**config.mk**
```make
export PLATFORM = sky130hd
export DESIGN_NAME = hazard_stall_controller
export DESIGN_NICKNAME = d
export VERILOG_FILES = /design/src/rtl/hazard_stall_controller.sv
export SDC_FILE = /design/constraint.sdc
export NUM_CORES = 1
export LEC_CHECK = 0
export ABC_AREA = 1
export CAP_MARGIN = 40
export CORE_MARGIN = 1
export CORE_UTILIZATION = 46
export CTS_CLUSTER_SIZE = 30
export DETAILED_ROUTE_END_ITERATION = 6
export GPL_TIMING_DRIVEN = 0
export MAX_ROUTING_LAYER = met4
export PLACE_DENSITY = 0.85
export SETUP_SLACK_MARGIN = 0.3
export SLEW_MARGIN = 20
export SYNTH_ARGS = -nofsm -noshare
export SYNTH_HDL_FRONTEND = slang
export SYNTH_HIERARCHICAL = 1
export SYNTH_SLANG_ARGS = --single-unit
```
**constraint.sdc**
```tcl
create_clock -name clk -period 2.07 [get_ports clk]
set_clock_uncertainty 0.15 [all_clocks]
set_input_delay 0.207 -clock clk [delete_from_list [all_inputs] [get_ports clk]]
set_output_delay 0.207 -clock clk [all_outputs]
set_load 0.01 [all_outputs]
```
**src/rtl/hazard_stall_controller.sv**
```systemverilog
// Pipeline sequencing for the 5-stage core: load-use stalls, branch flushes,
// dmem request/ready handshake with timeout, and saturating event counters.
module satCounter #(
  parameter int W = 16
) (
  input  logic         clk,
  input  logic         rst,
  input  logic         inc,
  output logic [W-1:0] cnt
);
  always_ff @(posedge clk) begin
    if (rst)                  cnt <= '0;
    else if (inc && cnt != '1) cnt <= cnt + 1'b1;
  end
endmodule

module hazard_stall_controller #(
  parameter int WAIT_MAX = 15,
  parameter int CNT_W    = 16
) (
  input  logic             clk,
  input  logic             rst,
  input  logic             MemReadE,
  input  logic [4:0]       RdE,
  input  logic [4:0]       Rs1D,
  input  logic [4:0]       Rs2D,
  input  logic             PCSrcE,
  input  logic             MemReadM,
  input  logic             MemWriteM,
  input  logic             dmem_ready,
  output logic             dmem_req,
  output logic             StallF,
  output logic             StallD,
  output logic             StallE,
  output logic             StallM,
  output logic             FlushD,
  output logic             FlushE,
  output logic             FlushW,
  output logic             mem_fault,
  output logic [CNT_W-1:0] lu_cnt,
  output logic [CNT_W-1:0] br_cnt,
  output logic [CNT_W-1:0] mw_cnt
);
  localparam logic [1:0] IDLE  = 2'd0;
  localparam logic [1:0] WAIT  = 2'd1;
  localparam logic [1:0] FAULT = 2'd2;
  localparam logic [7:0] WAIT_LAST = 8'(WAIT_MAX - 1);

  logic [1:0] state, stateNext;
  logic [7:0] waitCnt;
  logic       memop, lu, reqRaw, ms;

  assign memop  = MemReadM | MemWriteM;
  assign lu     = MemReadE & (RdE != 5'd0) & ((RdE == Rs1D) | (RdE == Rs2D));
  assign reqRaw = ((state == IDLE) & memop) | (state == WAIT);
  assign ms     = (reqRaw & ~dmem_ready) | (state == FAULT);

  always_comb begin
    dmem_req = 1'b0;
    StallF   = 1'b0;
    StallD   = 1'b0;
    StallE   = 1'b0;
    StallM   = 1'b0;
    FlushD   = 1'b0;
    FlushE   = 1'b0;
    FlushW   = 1'b0;
    if (!rst) begin
      dmem_req = reqRaw;
      // A memory freeze masks branch and load-use; they re-evaluate once it drops.
      if (ms) begin
        StallF = 1'b1;
        StallD = 1'b1;
        StallE = 1'b1;
        StallM = 1'b1;
        FlushW = 1'b1;
      end else if (PCSrcE) begin
        FlushD = 1'b1;
        FlushE = 1'b1;
      end else if (lu) begin
        StallF = 1'b1;
        StallD = 1'b1;
        FlushE = 1'b1;
      end
    end
  end

  always_comb begin
    stateNext = state;
    case (state)
      IDLE:    if (memop && !dmem_ready) stateNext = WAIT;
      WAIT: begin
        if (dmem_ready)                stateNext = IDLE;
        else if (waitCnt == WAIT_LAST) stateNext = FAULT;
      end
      FAULT:   stateNext = FAULT;
      default: stateNext = IDLE;
    endcase
  end

  always_ff @(posedge clk) begin
    if (rst) begin
      state     <= IDLE;
      waitCnt   <= 8'd0;
      mem_fault <= 1'b0;
    end else begin
      state     <= stateNext;
      mem_fault <= mem_fault | (stateNext == FAULT);
      if (state == IDLE)                    waitCnt <= 8'd0;
      else if (state == WAIT && !dmem_ready) waitCnt <= waitCnt + 8'd1;
    end
  end

  // Event order: load-use, branch flush, memory wait.
  logic [2:0]            incVec;
  logic [2:0][CNT_W-1:0] cntVec;

  assign incVec = {ms & (state != FAULT), ~ms & PCSrcE, ~ms & ~PCSrcE & lu};

  for (genvar i = 0; i < 3; i++) begin : gCnt
    satCounter #(.W(CNT_W)) uCnt (
      .clk (clk),
      .rst (rst),
      .inc (incVec[i]),
      .cnt (cntVec[i])
    );
  end

  assign lu_cnt = cntVec[0];
  assign br_cnt = cntVec[1];
  assign mw_cnt = cntVec[2];
endmodule

```
; ---- Word-level counts from Yosys, hierarchy flattened
; Index checks and enable logic that the tools add are counted.
; Widths: inputs -> output; s select.
[totals]
reg_bits = 59
input_bits = 22
output_inout_bits = 57
wordCells = 62
[classes]
add_sub_neg = 4
eq_ne = 10
muxes = 17
n_bitwise = 16
n_reduce_logical = 9
[op_table]
columns = op, n
row1 = $add 16x1->16 const B, 3
row2 = $ne 16x16->1 const B, 3
row3 = $mux 1, 13
row4 = $eq 5x5->1, 2
row5 = $add 8x1->8 const B, 1
row6 = $and 1x1->1, 8
row7 = $eq 8x4->1 const B, 1
row8 = $mux 2, 3
row9 = $pmux 2 s3, 1
row10 = $logic_and 1x1->1, 5
row11 = $or 1x1->1, 5
row12 = $reduce_bool 5->1, 1
row13 = $eq 2x2->1 const B, 2
row14 = $not 1->1, 3
row15 = $eq 2x1->1 const B, 1
row16 = $logic_not 2->1, 1
row17 = $ne 2x2->1 const B, 1
row18 = $reduce_or 2->1, 1
row19 = $logic_not 1->1, 1

; ---- Depth between registers and ports, before layout
[depth]
ltp_word = 9
ltp_mapped = 16
mapped_depth_nobuf = 15

; ---- By module
; The synthesis kept the hierarchy.
[by_module_without_submodules]
columns = mod, instances, cells_per_inst, area_each_um2, seq_area_each_um2
row1 = satCounter, 3, 149, 929.6, 320.3
row2 = hazard_stall_controller, 1, 146, 868.3, 220.2

; ---- Worst setup path before layout
; No wires, ideal clock.
[synth_path]
path_type = register -> register
from = register state[0]
to = register gCnt[0].uCnt.cnt[13]
setup_ns = 0.115
arrival_time_ns = 1.706
required_time_ns = 1.805
setup_slack_ns = 0.099
stages_incl_launch_ff = 13
n_path_buf = 1
period_less_slack_ns = 1.971
path_cell_list = dfxtp_1 o21ai_2 nor2_4 nor2_1 inv_1 nor3_1 buf_2 nand3_1 or2_0 nor2_1 nand3_1 nand2_1 nor2_1
[synth_between]
elab_chain_cells = 9
word_cells_on_any_way = 11
classes_between = eq/ne: 2 / bitwise: 7 / reduce/logical: 2
[synth_rtl]
columns = element, line
row1 = start: declaration, 49  ; logic [1:0] state, stateNext;
row2 = start signal: assignment, 106  ; state <= stateNext;
row3 = $logic_not 2->1, 55  ; assign reqRaw = ((state == IDLE) & memop) | (state == WAIT);
row4 = $and 1x1->1, 55
row5 = $or 1x1->1, 55
row6 = $and 1x1->1, 56  ; assign ms = (reqRaw & ~dmem_ready) | (state == FAULT);
row7 = $or 1x1->1 *, 56
row8 = $not 1->1 *, 117  ; assign incVec = {ms & (state != FAULT), ~ms & PCSrcE, ~ms & ~PCSrcE & lu};
row9 = $and 1x1->1 * (2 in a row), 117
row10 = via incVec[0], 114  ; logic [2:0] incVec;
row11 = $logic_and 1x1->1 *, 13  ; else if (inc && cnt != '1) cnt <= cnt + 1'b1;
row12 = end signal: assignment, 13
row13 = end: declaration, 9  ; output logic [W-1:0] cnt
; The timed path passes the listed nets; every way through them passes the cells marked *.
; A chain may end at the register's enable or synchronous reset.

; ---- Worst setup path after layout
[layout_path]
from = register state[1]
to = output StallF
[layout_between]
elab_chain_cells = 7
word_cells_on_any_way = 9
classes_between = eq/ne: 2 / mux: 2 / bitwise: 4 / reduce/logical: 1
[layout_rtl]
columns = element, line
row1 = $logic_not 2->1, 55
row2 = $and 1x1->1, 55
row3 = $or 1x1->1, 55
row4 = $and 1x1->1, 56
row5 = $or 1x1->1 *, 56
row6 = $mux 1 *, 70  ; if (ms) begin
row7 = $mux 1 *, 67  ; if (!rst) begin
row8 = end: declaration, 32  ; output logic StallF,
; Mark *: on every way between the ends. The rest lies on a longest branch, timed or not.

==> results.toml <==
[setup_path]
cp-start-kind = "flip-flop"
reg2reg_slack_ns = 0.15
worstPathArrival_ns = 1.62
cp_data_required_time_ns = 1.71
crit_fanout = 4
crit_type = "flip-flop to output port"
endpoint_kind = "output port"

[detailed_routing]
avgViaCountPerCell = 4.999
dr.first_iter.drc_count = 118
wire_per_inst_um = 11.66
vias = 4024
ant_nets = 0
routed_wl_um = 9389
remaining_drc_errors = 0
drtPass1Iterations = 6

[synthesis]
synth-seq-cells = 59
netlist_area_um2 = 3657
synth_warnings = 6
synth_area_leaders = "dfxtp_1 32%, nand2_1 18%, nor2_1 13%"
syn_inst = 593
synth_cell_type_count = 29
yosysTopAreaCell = "dfxtp_1"
synth_edf_count = 0
synthFlopType = "dfxtp_1"
async_flop_share = 0
avgSynthCellArea_um2 = 6.167
synth_top_area_frac = 0.3230
seq_area_frac_synth = 0.3230
synth_fp_nets = 620

[die]
die_h_um = 91.17
die_x_um = 91.17
die_area_um2 = 8311
fp-row-count = 32
pin_count = 79
initial_utilization = 0.4733
coreArea_um2 = 7727

[layout]
multi_input_area_um2 = 2356
final_area_um2 = 5071
final_common_cell = "nand2_1"
final_cells = 805
layout-drive-gt1-share = 0.2105
fin_util = 0.6563
nets = 725
n_fill_cell = 628
area_growth_pct = 38.66
diodes = 0
ff_latch_area_um2 = 1191
final_cell_mix = "170 x nand2_1, 113 x nor2_1, 54 x clkdlybuf4s50_1"

[clock_network]
cts_buffers = 9
cts_buffer_depth = 2
ctsHoldBuffers = 0
cts.clk_slew.worst_paths_ns = 0.07
clk_latency_ns = 0.33
cts.sinks = 59
h-tree-depth = 3
cts_root_buf = "clkbuf_8"
cts_tree = "done"

[sta]
finalSetupViolations = 0
rsz0062_at_grt = "true"
fin_ws_ns = 0.09318
hold_violations = 0
tns_ns = 0
slew_headroom = 0.7296
fin_crit_sh = 0.9550
hold_ws_ns = 0.2754
post-route-min-period_ns = 1.977
worstMarginPinSlew_ns = 0.4056
fmax_mhz = 505.9
drv_slew = 0

[placed_design]
pre_cts_slack_ns = -0.4749
globalplace.congestion = 0.9032
dpl.cell_count = 773
hpwlAfterDp_um = 6758
portBuffers = 78
place_area_um2 = 4587

[hold_path]
hp-class = "primary input to flip-flop"

[global_route]
antenna_found_initial = 0
grt_pass1_wl_um = 16050
grt_overflow_total = 0
grt_max_degree = 12
first_global_vias = 3816
grtUsageTotal = 0.2385

[outcome]
outcome = "completed"

[power_and_ir_drop]
vdd_drop_max_mv = 0.3879
p_leak_nw = 2.083
total_power_mw = 2.456
p_per_area_nw_per_um2 = 484.3

[job]
maxCapViolations = 0
[final cells by class]
cell class,instances,area share
Buffer,9,0.01702
Clock buffer,9,0.02443
Clock inverter,7,0.01357
Inverter,61,0.04614
Multi-Input combinational cell,464,0.4646
Sequential cell,59,0.2349
Tap cell,102,0.02517
Timing Repair Buffer,94,0.1742
[critical path: stages (launching register included)]
cell     delay [ns]
dfxtp_2        0.34
inv_4          0.08
o21ai_4        0.07
nor2_4         0.11
nor2_4         0.05
buf_4          0.14
nor2_4         0.17
inv_2          0.07
nand2_4        0.08
buf_6          0.09
buf_6          0.09
[cells in the mapped netlist (4+ instances only)]
cell	number
a21oi_1	27
dfxtp_1	59
ha_1	5
inv_1	60
nand2_1	179
nand2_2	6
nand3_1	42
nand4_1	11
nor2_1	128
nor2_2	30
nor2_4	8
nor3_1	6
o21ai_0	4
[registers in the layout, indices dropped and copies added (netlist names)]
name           count
gCnt.uCnt/cnt     48
state              2
mem_fault          1
waitCnt            8
[cells by family after synthesis]
logic type	Yosys count	synth area share
simple gates	421	0.5234
flops	59	0.3230
compound gates	36	0.05200
buf+inv	70	0.07971
xor+xnor	2	0.004790
fa+ha+maj	5	0.01711
[worst paths after layout]
| path | from | to | depth (start not counted) |
|---|---|---|---|
| worst min-delay path | rst | mem_fault$_SDFF_PP0_ | 2 |
| worst max register to register | state[0]$_SDFF_PP0_ | gCnt[0].uCnt/cnt[13]$_SDFFE_PP0P_ | 12 |
| worst min register to register | mem_fault$_SDFF_PP0_ | mem_fault$_SDFF_PP0_ | 2 |
| worst max-delay path | state[1]$_SDFF_PP0_ | StallF | 10 |
[repair_timing]
action / 4_1_cts / 5_1_grt
buffers inserted: 11 / 5
endpoints found under the setup margin: 40 / 49
gates resized for setup: 72 / 45
pin swaps: 27 / 28
[report_power, final]
group / total [mW] / internal, mW / switching [mW]
Sequential: 1.16 / 1.14 / 0.0122
Clock: 1.03 / 0.551 / 0.477
Combinational: 0.271 / 0.132 / 0.140
[metal layers]
metal	track usage	vias up	share of wire
met5	-	-	0
met4	0.08862	0	0.019
met3	0.03434	18	0.038
met2	0.4186	98	0.50
met1	0.2752	1844	0.44
li1	-	2064	-
No activity file was read; power rests on OpenSTA's default activity.
